### config.mk
export PLATFORM = sky130hd
export DESIGN_NAME = seq_ctrl
export DESIGN_NICKNAME = d
export VERILOG_FILES = /design/src/rtl/seq_ctrl.sv
export SDC_FILE = /design/constraint.sdc
export NUM_CORES = 1
export LEC_CHECK = 0
export CORE_MARGIN = 5
export CORE_UTILIZATION = 30
export CTS_BUF_LIST = sky130_fd_sc_hd__clkbuf_16
export DETAILED_ROUTE_END_ITERATION = 8
export GPL_TIMING_DRIVEN = 1
export PLACE_DENSITY_LB_ADDON = 0.15
export SLEW_MARGIN = 20
export SYNTH_ARGS = -nofsm -noshare
export SYNTH_HDL_FRONTEND = slang
export SYNTH_SLANG_ARGS = --single-unit
### constraint.sdc
create_clock -name clock -period 2.5 [get_ports clock]
set_clock_uncertainty 0.2 [all_clocks]
set_input_delay 0.5 -clock clock [delete_from_list [all_inputs] [get_ports clock]]
set_output_delay 0.5 -clock clock [all_outputs]
set_load 0.02 [all_outputs]
### src/rtl/seq_ctrl.sv
// Multi-cycle sequencer for a Y86-style core: walks F/D/E/M/W/PCUPD per
// instruction, selects the next PC and reports machine status.
module seq_ctrl #(
    parameter logic [63:0] PC_RESET = 64'd0,
    parameter logic [63:0] PC_LIMIT = 64'd127
) (
    input  logic        clock,
    input  logic        resetn,
    input  logic        start,
    input  logic [3:0]  icode,
    input  logic        halt,
    input  logic        cnd,
    input  logic        dmem_error,
    input  logic [63:0] valC,
    input  logic [63:0] valP,
    input  logic [63:0] valM,
    output logic [63:0] PC,
    output logic        fetch_en,
    output logic        decode_en,
    output logic        execute_en,
    output logic        memory_en,
    output logic        writeback_en,
    output logic [2:0]  stat,
    output logic        busy,
    output logic [31:0] instr_count,
    output logic [2:0]  dbg_state
);

    typedef enum logic [2:0] {
        S_IDLE      = 3'd0,
        S_FETCH     = 3'd1,
        S_DECODE    = 3'd2,
        S_EXECUTE   = 3'd3,
        S_MEMORY    = 3'd4,
        S_WRITEBACK = 3'd5,
        S_PCUPD     = 3'd6,
        S_STOP      = 3'd7
    } state_t;

    localparam logic [2:0] STAT_AOK = 3'd1;
    localparam logic [2:0] STAT_HLT = 3'd2;
    localparam logic [2:0] STAT_ADR = 3'd3;
    localparam logic [2:0] STAT_INS = 3'd4;

    state_t      state_q, state_d;
    logic [63:0] pc_q, pc_d;
    logic [2:0]  stat_q, stat_d;
    logic [31:0] cnt_q, cnt_d;
    logic        fetch_q, decode_q, execute_q, memory_q, writeback_q, busy_q;

    always_comb begin
        state_d = state_q;
        pc_d    = pc_q;
        stat_d  = stat_q;
        cnt_d   = cnt_q;
        case (state_q)
            // start is only honoured while not busy
            S_IDLE, S_STOP: begin
                if (start) begin
                    state_d = S_FETCH;
                    pc_d    = PC_RESET;
                    stat_d  = STAT_AOK;
                    cnt_d   = 32'd0;
                end
            end
            S_FETCH: begin
                if (pc_q >= PC_LIMIT) begin
                    state_d = S_STOP;
                    stat_d  = STAT_ADR;
                end else if (icode > 4'hB) begin
                    state_d = S_STOP;
                    stat_d  = STAT_INS;
                end else if (halt) begin
                    state_d = S_STOP;
                    stat_d  = STAT_HLT;
                end else begin
                    state_d = S_DECODE;
                end
            end
            S_DECODE:  state_d = S_EXECUTE;
            S_EXECUTE: state_d = S_MEMORY;
            S_MEMORY: begin
                if (dmem_error) begin
                    state_d = S_STOP;
                    stat_d  = STAT_ADR;
                end else begin
                    state_d = S_WRITEBACK;
                end
            end
            S_WRITEBACK: state_d = S_PCUPD;
            S_PCUPD: begin
                if (icode == 4'h8 || (icode == 4'h7 && cnd)) begin
                    pc_d = valC;
                end else if (icode == 4'h9) begin
                    pc_d = valM;
                end else begin
                    pc_d = valP;
                end
                cnt_d   = cnt_q + 32'd1;
                state_d = S_FETCH;
            end
            default: state_d = S_IDLE;
        endcase
    end

    // Strobes and busy are decoded from the next state so they line up with state_q.
    always_ff @(posedge clock or negedge resetn) begin
        if (!resetn) begin
            state_q     <= S_IDLE;
            pc_q        <= PC_RESET;
            stat_q      <= STAT_AOK;
            cnt_q       <= 32'd0;
            fetch_q     <= 1'b0;
            decode_q    <= 1'b0;
            execute_q   <= 1'b0;
            memory_q    <= 1'b0;
            writeback_q <= 1'b0;
            busy_q      <= 1'b0;
        end else begin
            state_q     <= state_d;
            pc_q        <= pc_d;
            stat_q      <= stat_d;
            cnt_q       <= cnt_d;
            fetch_q     <= (state_d == S_FETCH);
            decode_q    <= (state_d == S_DECODE);
            execute_q   <= (state_d == S_EXECUTE);
            memory_q    <= (state_d == S_MEMORY);
            writeback_q <= (state_d == S_WRITEBACK);
            busy_q      <= (state_d != S_IDLE) && (state_d != S_STOP);
        end
    end

    assign PC           = pc_q;
    assign stat         = stat_q;
    assign instr_count  = cnt_q;
    assign fetch_en     = fetch_q;
    assign decode_en    = decode_q;
    assign execute_en   = execute_q;
    assign memory_en    = memory_q;
    assign writeback_en = writeback_q;
    assign busy         = busy_q;
    assign dbg_state    = state_q;

endmodule

==> results of run 1 <==
[critical path, delay by kind of cell]
family	cells	cell delay, ps
mux	1	300
buf+inv	3	890
compound gates	2	200
simple gates	2	430
[area by class of cell]
type / instances / area [µm²]
clock buffers: 9 / 225
multi-input cells: 518 / 3040
inverters: 9 / 33.8
well taps: 265 / 332
clock inverters: 7 / 83.8
flip-flops and latches: 108 / 2700
repair buffers: 366 / 3650
fillers: 1911 / 9460
[flip-flops by register name, summed over array words and instances, names as in the netlist]
register	flops
dbg_state	3
memory_en	1
instr_count	32
stat	3
writeback_en	1
busy	1
decode_en	1
PC	64
fetch_en	1
execute_en	1
[where the power goes]
part | total [W] | switching [W] | internal [W]
logic | 0.00416 | 0.00224 | 0.00192
clock network | 0.00149 | 0.000624 | 0.000866
registers | 0.00281 | 0.000490 | 0.00232
total | 0.00846 | 0.00336 | 0.00510
[final timing paths]
| path | startpoint | end | cells after the start |
|---|---|---|---|
| max | icode[3] | PC[62] | 8 |
| min | instr_count[31] | instr_count[31] | 1 |
| max reg2reg | dbg_state[0] | instr_count[25] | 5 |
| min reg2reg | instr_count[31] | instr_count[31] | 1 |
| max in group asynchronous | resetn | PC[44] | 3 |
| min in group asynchronous | resetn | PC[11] | 2 |
[per-layer routing]
metal / global-route usage (%) / up-vias / routed length, µm
met5: 0 / - / 0
met4: 5.03 / 0 / 374
met3: 6.37 / 26 / 1820
met2: 34.3 / 213 / 11400
met1: 21.2 / 2865 / 8220
li1: - / 3093 / -
[repair_timing]
action / in CTS / in global routing
buffers inserted: 0 / 0
endpoints found under the hold margin: 35 / 0
endpoints found under the setup margin: 0 / 2
gates resized for setup: 0 / 1
hold buffers: 1 / 0
[layout by cell type, fill, tap and decap left out, drive strengths merged, types with 9 or more instances in the layout]
cell	synthesis	routed
clkdlybuf4s50	0	308
dfrtp	107	107
nand2	96	96
o21ai	84	84
nor2	80	80
mux2i	74	74
a21oi	70	70
buf	29	57
nand3	17	17
nor4	15	15
nand4	13	13
inv	9	11
nor3	10	10
o31ai	10	10
o211ai	9	9
clkbuf	15	9
[kinds of logic (layout without fill, tap and decap cells)]
| family | count (synthesis) | in the layout | share of synthesized area, % |
|---|---|---|---|
| adders and majority gates | 1 | 1 | 0.210 |
| buffers and inverters | 53 | 391 | 4.30 |
| AOI/OAI and AO/OA | 191 | 191 | 18.4 |
| muxes | 74 | 74 | 12.4 |
| DFF | 108 | 108 | 45.4 |
| and+or+nand+nor | 252 | 252 | 19.3 |
[metrics by stage]
stage / util, % / hold WS, ps / cell area, µm² / setup TNS, ps / worst slack (ps)
floorplan: - / 4.41 / 5960 / 0 / 406
global placement: 49.9 / 261 / 9740 / -7250 / -239
detailed placement: 49.9 / 279 / 9740 / -8300 / -199
CTS: 51.5 / 286 / 10100 / 0 / 109
global route: 51.5 / 322 / 10100 / 0 / 96.1
finish: 51.5 / 285 / 10100 / 0 / 146
==> impl_metrics.py, run 1 <==
metrics = {
    "synthesis": {
        "ys_ff_latch": 108,
        "synth_fp_nets": 882,
        "ys.flop_type": "dfrtp_1",
        "synth_commonest_cells": "dfrtp_1 (107), nand2_1 (96), o21ai_0 (82), nor2_1 (80), mux2i_1 (74)",
        "synth_enable_flop_cells": 0,
        "synth_area_per_cell_um2": 8.78,
        "synth_area_leaders": "dfrtp_1 (45%), mux2i_1 (12%), o21ai_0 (6.9%)",
        "syn_area_um2": 5960,
        "ys_seq_area_share_pct": 45.4,
        "yosys.area.top_type": "dfrtp_1",
        "synthCells": 679,
        "yosys.area.top_type_share_pct": 44.9,
        "synth.most_common_cell": "dfrtp_1",
        "synthArstFlopShare_pct": 100,
        "ys_warn_count": 0,
        "ys_types": 51,
    },
    "floorplanning": {
        "start_util_pct": 30.5,
        "io_pins": 310,
        "num_rows": 51,
        "die_h_um": 151,
        "core_area_um2": 19500,
        "die_area_um2": 22800,
        "die-width_um": 151,
    },
    "detailed_routing": {
        "drc_errors": 0,
        "num_vias": 6197,
        "wl_per_cell_um": 17.0,
        "drt_wl_total_um": 21900,
        "drt_pass1_iterations": 5,
        "drt_iter0_markers": 221,
        "ant_nets": 0,
        "viasPerCell": 4.83,
    },
    "clock_network": {
        "clk-insertion-delay-late_ps": 340,
        "cts_buffer_depth": 2,
        "h-tree-depth": 3,
        "cts_buffers": 9,
        "clock_sinks": 108,
        "cts_root_buf": "clkbuf_16",
        "cts_tree": "done",
        "path_clk_slew_ps": 70,
    },
    "worst_setup_path": {
        "cp-end-kind": "flip-flop",
        "cp.arrival_ps": 2350,
        "path_class": "in2reg",
        "crit_chain": "clkdlybuf4s50_1 -> nor4bb_4 -> buf_12 -> buf_4 -> mux2i_1 -> nor2_1 -> a21oi_1 -> o21ai_0",
        "required_ps": 2500,
        "cp_slowest_stage_delay_ps": 500,
        "r2r_slack_ps": 260,
        "critPathMaxFanout": 17,
        "cp_slowest_cell": "clkdlybuf4s50_1",
        "worstSetupStartpointType": "input pin",
    },
    "timing": {
        "maxSlewHeadroom_pct": 56.2,
        "drv_slew": 0,
        "finalSetupViolations": 0,
        "grt_setup_unrepaired": "false",
        "fmax_mhz": 425,
        "hold_viol": 0,
        "min_period_over_period_pct": 94.1,
        "fin_crit_ps": 2350,
        "worst_pin_slew_ps": 657,
    },
    "global_route": {
        "grt_max_degree": 70,
        "antenna_found_initial": 0,
        "grt-ovfl-total": 0,
        "grt_pass1_vias": 6289,
        "grt_usage_pct": 18.9,
        "grt_pass1_wl_um": 33700,
    },
    "run_status": {
        "outcome": "complete, no violations",
    },
    "final_layout": {
        "drive_above_1_share_pct": 8.26,
        "final_nets": 1215,
        "antennaDiodeCount": 0,
        "area_growth_pct": 68.8,
        "layout.cells.non_filler": 1282,
    },
    "pwr": {
        "power_density_nw_per_um2": 840,
        "power_w": 0.00846,
        "ir_worst_vdd_uv": 466,
        "p_leak_nw": 4.11,
    },
    "placed_design": {
        "place_congestion": 0.791,
        "post-dp-hpwl_um": 17800,
        "io_buffer_count": 309,
        "dp_cells": 1265,
    },
    "flow_run": {
        "cap_violations": 0,
    },
    "worst_hold_path": {
        "hp-class": "reg2reg",
    },
}
(Power assumes the default switching activity.)
==> inputs of run 2 (changes only) <==
Settings changed: GPL_TIMING_DRIVEN 1 to 0, RECOVER_POWER set to 100.
==> impl_metrics.py, run 2 (synthesized netlist as in run 1, its figures left out) <==
metrics = {
    "worst_hold_path": {
        "hp-class": "reg2reg",
        "hold_start": "instr_count[31]",
    },
    "floorplanning": {
        "die-width_um": 151,
        "num_rows": 51,
        "start_util_pct": 30.5,
        "io_pins": 310,
        "core_area_um2": 19500,
        "die_area_um2": 22800,
        "die_h_um": 151,
    },
    "worst_setup_path": {
        "cp_slowest_stage_delay_ps": 550,
        "cp_slowest_cell": "or4b_1",
        "crit_start": "icode[1]",
        "r2r_slack_ps": 100,
        "cp.arrival_ps": 2480,
        "timing.rr.end": "instr_count[24]",
        "crit_chain": "clkdlybuf4s50_1 -> or4b_1 -> o21ai_2 -> buf_6 -> buf_2 -> nor2_1 -> a21oi_1 -> o21ai_0",
        "critPathMaxFanout": 10,
        "reg2reg_from": "dbg_state[0]",
        "endpoint": "PC[60]",
        "path_class": "in2reg",
        "reg2regPathDepth": 6,
        "cp-end-kind": "flip-flop",
        "required_ps": 2520,
        "worstSetupStartpointType": "input pin",
    },
    "global_route": {
        "met3_usage_pct": 7.36,
        "antenna_found_initial": 0,
        "grt.met1_usage_pct": 23.4,
        "grt_usage_pct": 20.0,
        "grt_max_degree": 56,
        "grt-ovfl-total": 0,
        "use_met2_pct": 34.2,
        "grt-busiest-layer": "met2",
        "grt_pass1_wl_um": 34900,
        "grt_pass1_vias": 6384,
    },
    "pwr": {
        "ir_worst_vdd_uv": 383,
        "p_leak_nw": 4.27,
        "power_w": 0.00813,
        "power_density_nw_per_um2": 829,
    },
    "timing": {
        "drv_slew": 0,
        "fin_crit_ps": 2460,
        "maxSlewHeadroom_pct": 6.81,
        "setup-tns-final_ps": 0,
        "min_period_over_period_pct": 98.2,
        "grt_setup_unrepaired": "false",
        "fmax_mhz": 407,
        "worst_pin_slew_ps": 1400,
        "hold_viol": 0,
        "finalSetupViolations": 0,
    },
    "placed_design": {
        "place_area_um2": 9410,
        "post-dp-hpwl_um": 18500,
        "io_buffer_count": 308,
        "dp_cells": 1253,
        "place_congestion": 0.850,
    },
    "detailed_routing": {
        "viasPerCell": 4.82,
        "drc_errors": 0,
        "wl_per_cell_um": 18.0,
        "num_vias": 6151,
        "drt_iter0_markers": 303,
        "drt_wl_total_um": 22900,
        "drt_pass1_iterations": 4,
        "ant_nets": 0,
    },
    "clock_network": {
        "path_clk_slew_ps": 70,
        "cts_tree": "done",
        "clock_sinks": 108,
        "cts_root_buf": "clkbuf_16",
        "clk-insertion-delay-late_ps": 350,
        "cts_buffers": 9,
        "cts_buffer_depth": 2,
        "h-tree-depth": 3,
    },
    "run_status": {
        "outcome": "complete, no violations",
    },
    "final_layout": {
        "area_growth_pct": 64.5,
        "fin_util_pct": 50.2,
        "largest_register_ffs": 64,
        "final_common_cell": "clkdlybuf4s50_1",
        "antennaDiodeCount": 0,
        "final_cell_area_um2": 9810,
        "drive_above_1_share_pct": 6.93,
        "layout.cells.non_filler": 1275,
        "most-common-layout-cells": "clkdlybuf4s50_1 (197), dlygate4sd3_1 (109), dfrtp_1 (107)",
        "final_nets": 1208,
    },
    "flow_run": {
        "cap_violations": 0,
    },
}
run 2: cell count changes in the layout (fill, tap and decap cells not counted), sizes merged:
cell | before | now
buf | 57 | 24
dlygate4sd2 | 0 | 1
clkinvlp | 0 | 1
clkdlybuf4s50 | 308 | 197
inv | 11 | 12
dlygate4sd3 | 1 | 109
clkbuf | 9 | 36
dlymetal6s2s | 0 | 1
bufinv | 2 | 1
clkinv | 3 | 2
run 2: layer usage:
layer  routed length [µm]  vias to the layer above
met2                11500                      205
met4                  504                        0
met1                 8980                     2832
met5                    0                        -
met3                 1960                       30
li1                     -                     3084
run 2: area by class of cell:
class / instances / area, µm²
repair buffers: 315 / 3150
clock inverters: 7 / 67.6
plain buffers: 44 / 245
clock buffers: 9 / 225
flip-flops and latches: 108 / 2700
inverters: 9 / 33.8
multi-input cells: 518 / 3050
well taps: 265 / 332
fillers: 1913 / 9720
run 2: through the flow:
stage	hold slack [ps]	worst slack, ps
finish	278	44.8
global route	330	5.19
CTS	283	2.52
detailed placement	272	-656
global placement	266	-3610
floorplan	4.41	406
run 2: what timing repair did:
action	CTS	global route
endpoints found under the hold margin	53	0
hold buffers	1	0
gates cloned	1	0
gates resized for setup	13	15
setup buffers	4	0
setup endpoints to repair	70	79
run 2: worst min path at each step:
stage	endpoint	slack, ps	depth (start not counted)
5_1_grt	PC[35]	330	2
4_1_cts	instr_count[31]	280	1
2_1_floorplan	PC[0]	4	0
6_report	instr_count[31]	280	1
3_5_place_dp	instr_count[31]	270	1
3_3_place_gp	instr_count[31]	270	1
run 2: power by group:
group          switching [W]  leakage [nW]  internal [W]
Clock               0.000655         0.148      0.000774
Combinational        0.00228          2.68       0.00162
Sequential          0.000483          1.44       0.00232
Total                0.00342          4.27       0.00471
run 2: critical path: cells and delay by family:
kind	cells	cell delay, ps
compound gates	3	460
simple gates	2	630
buf+inv	3	880
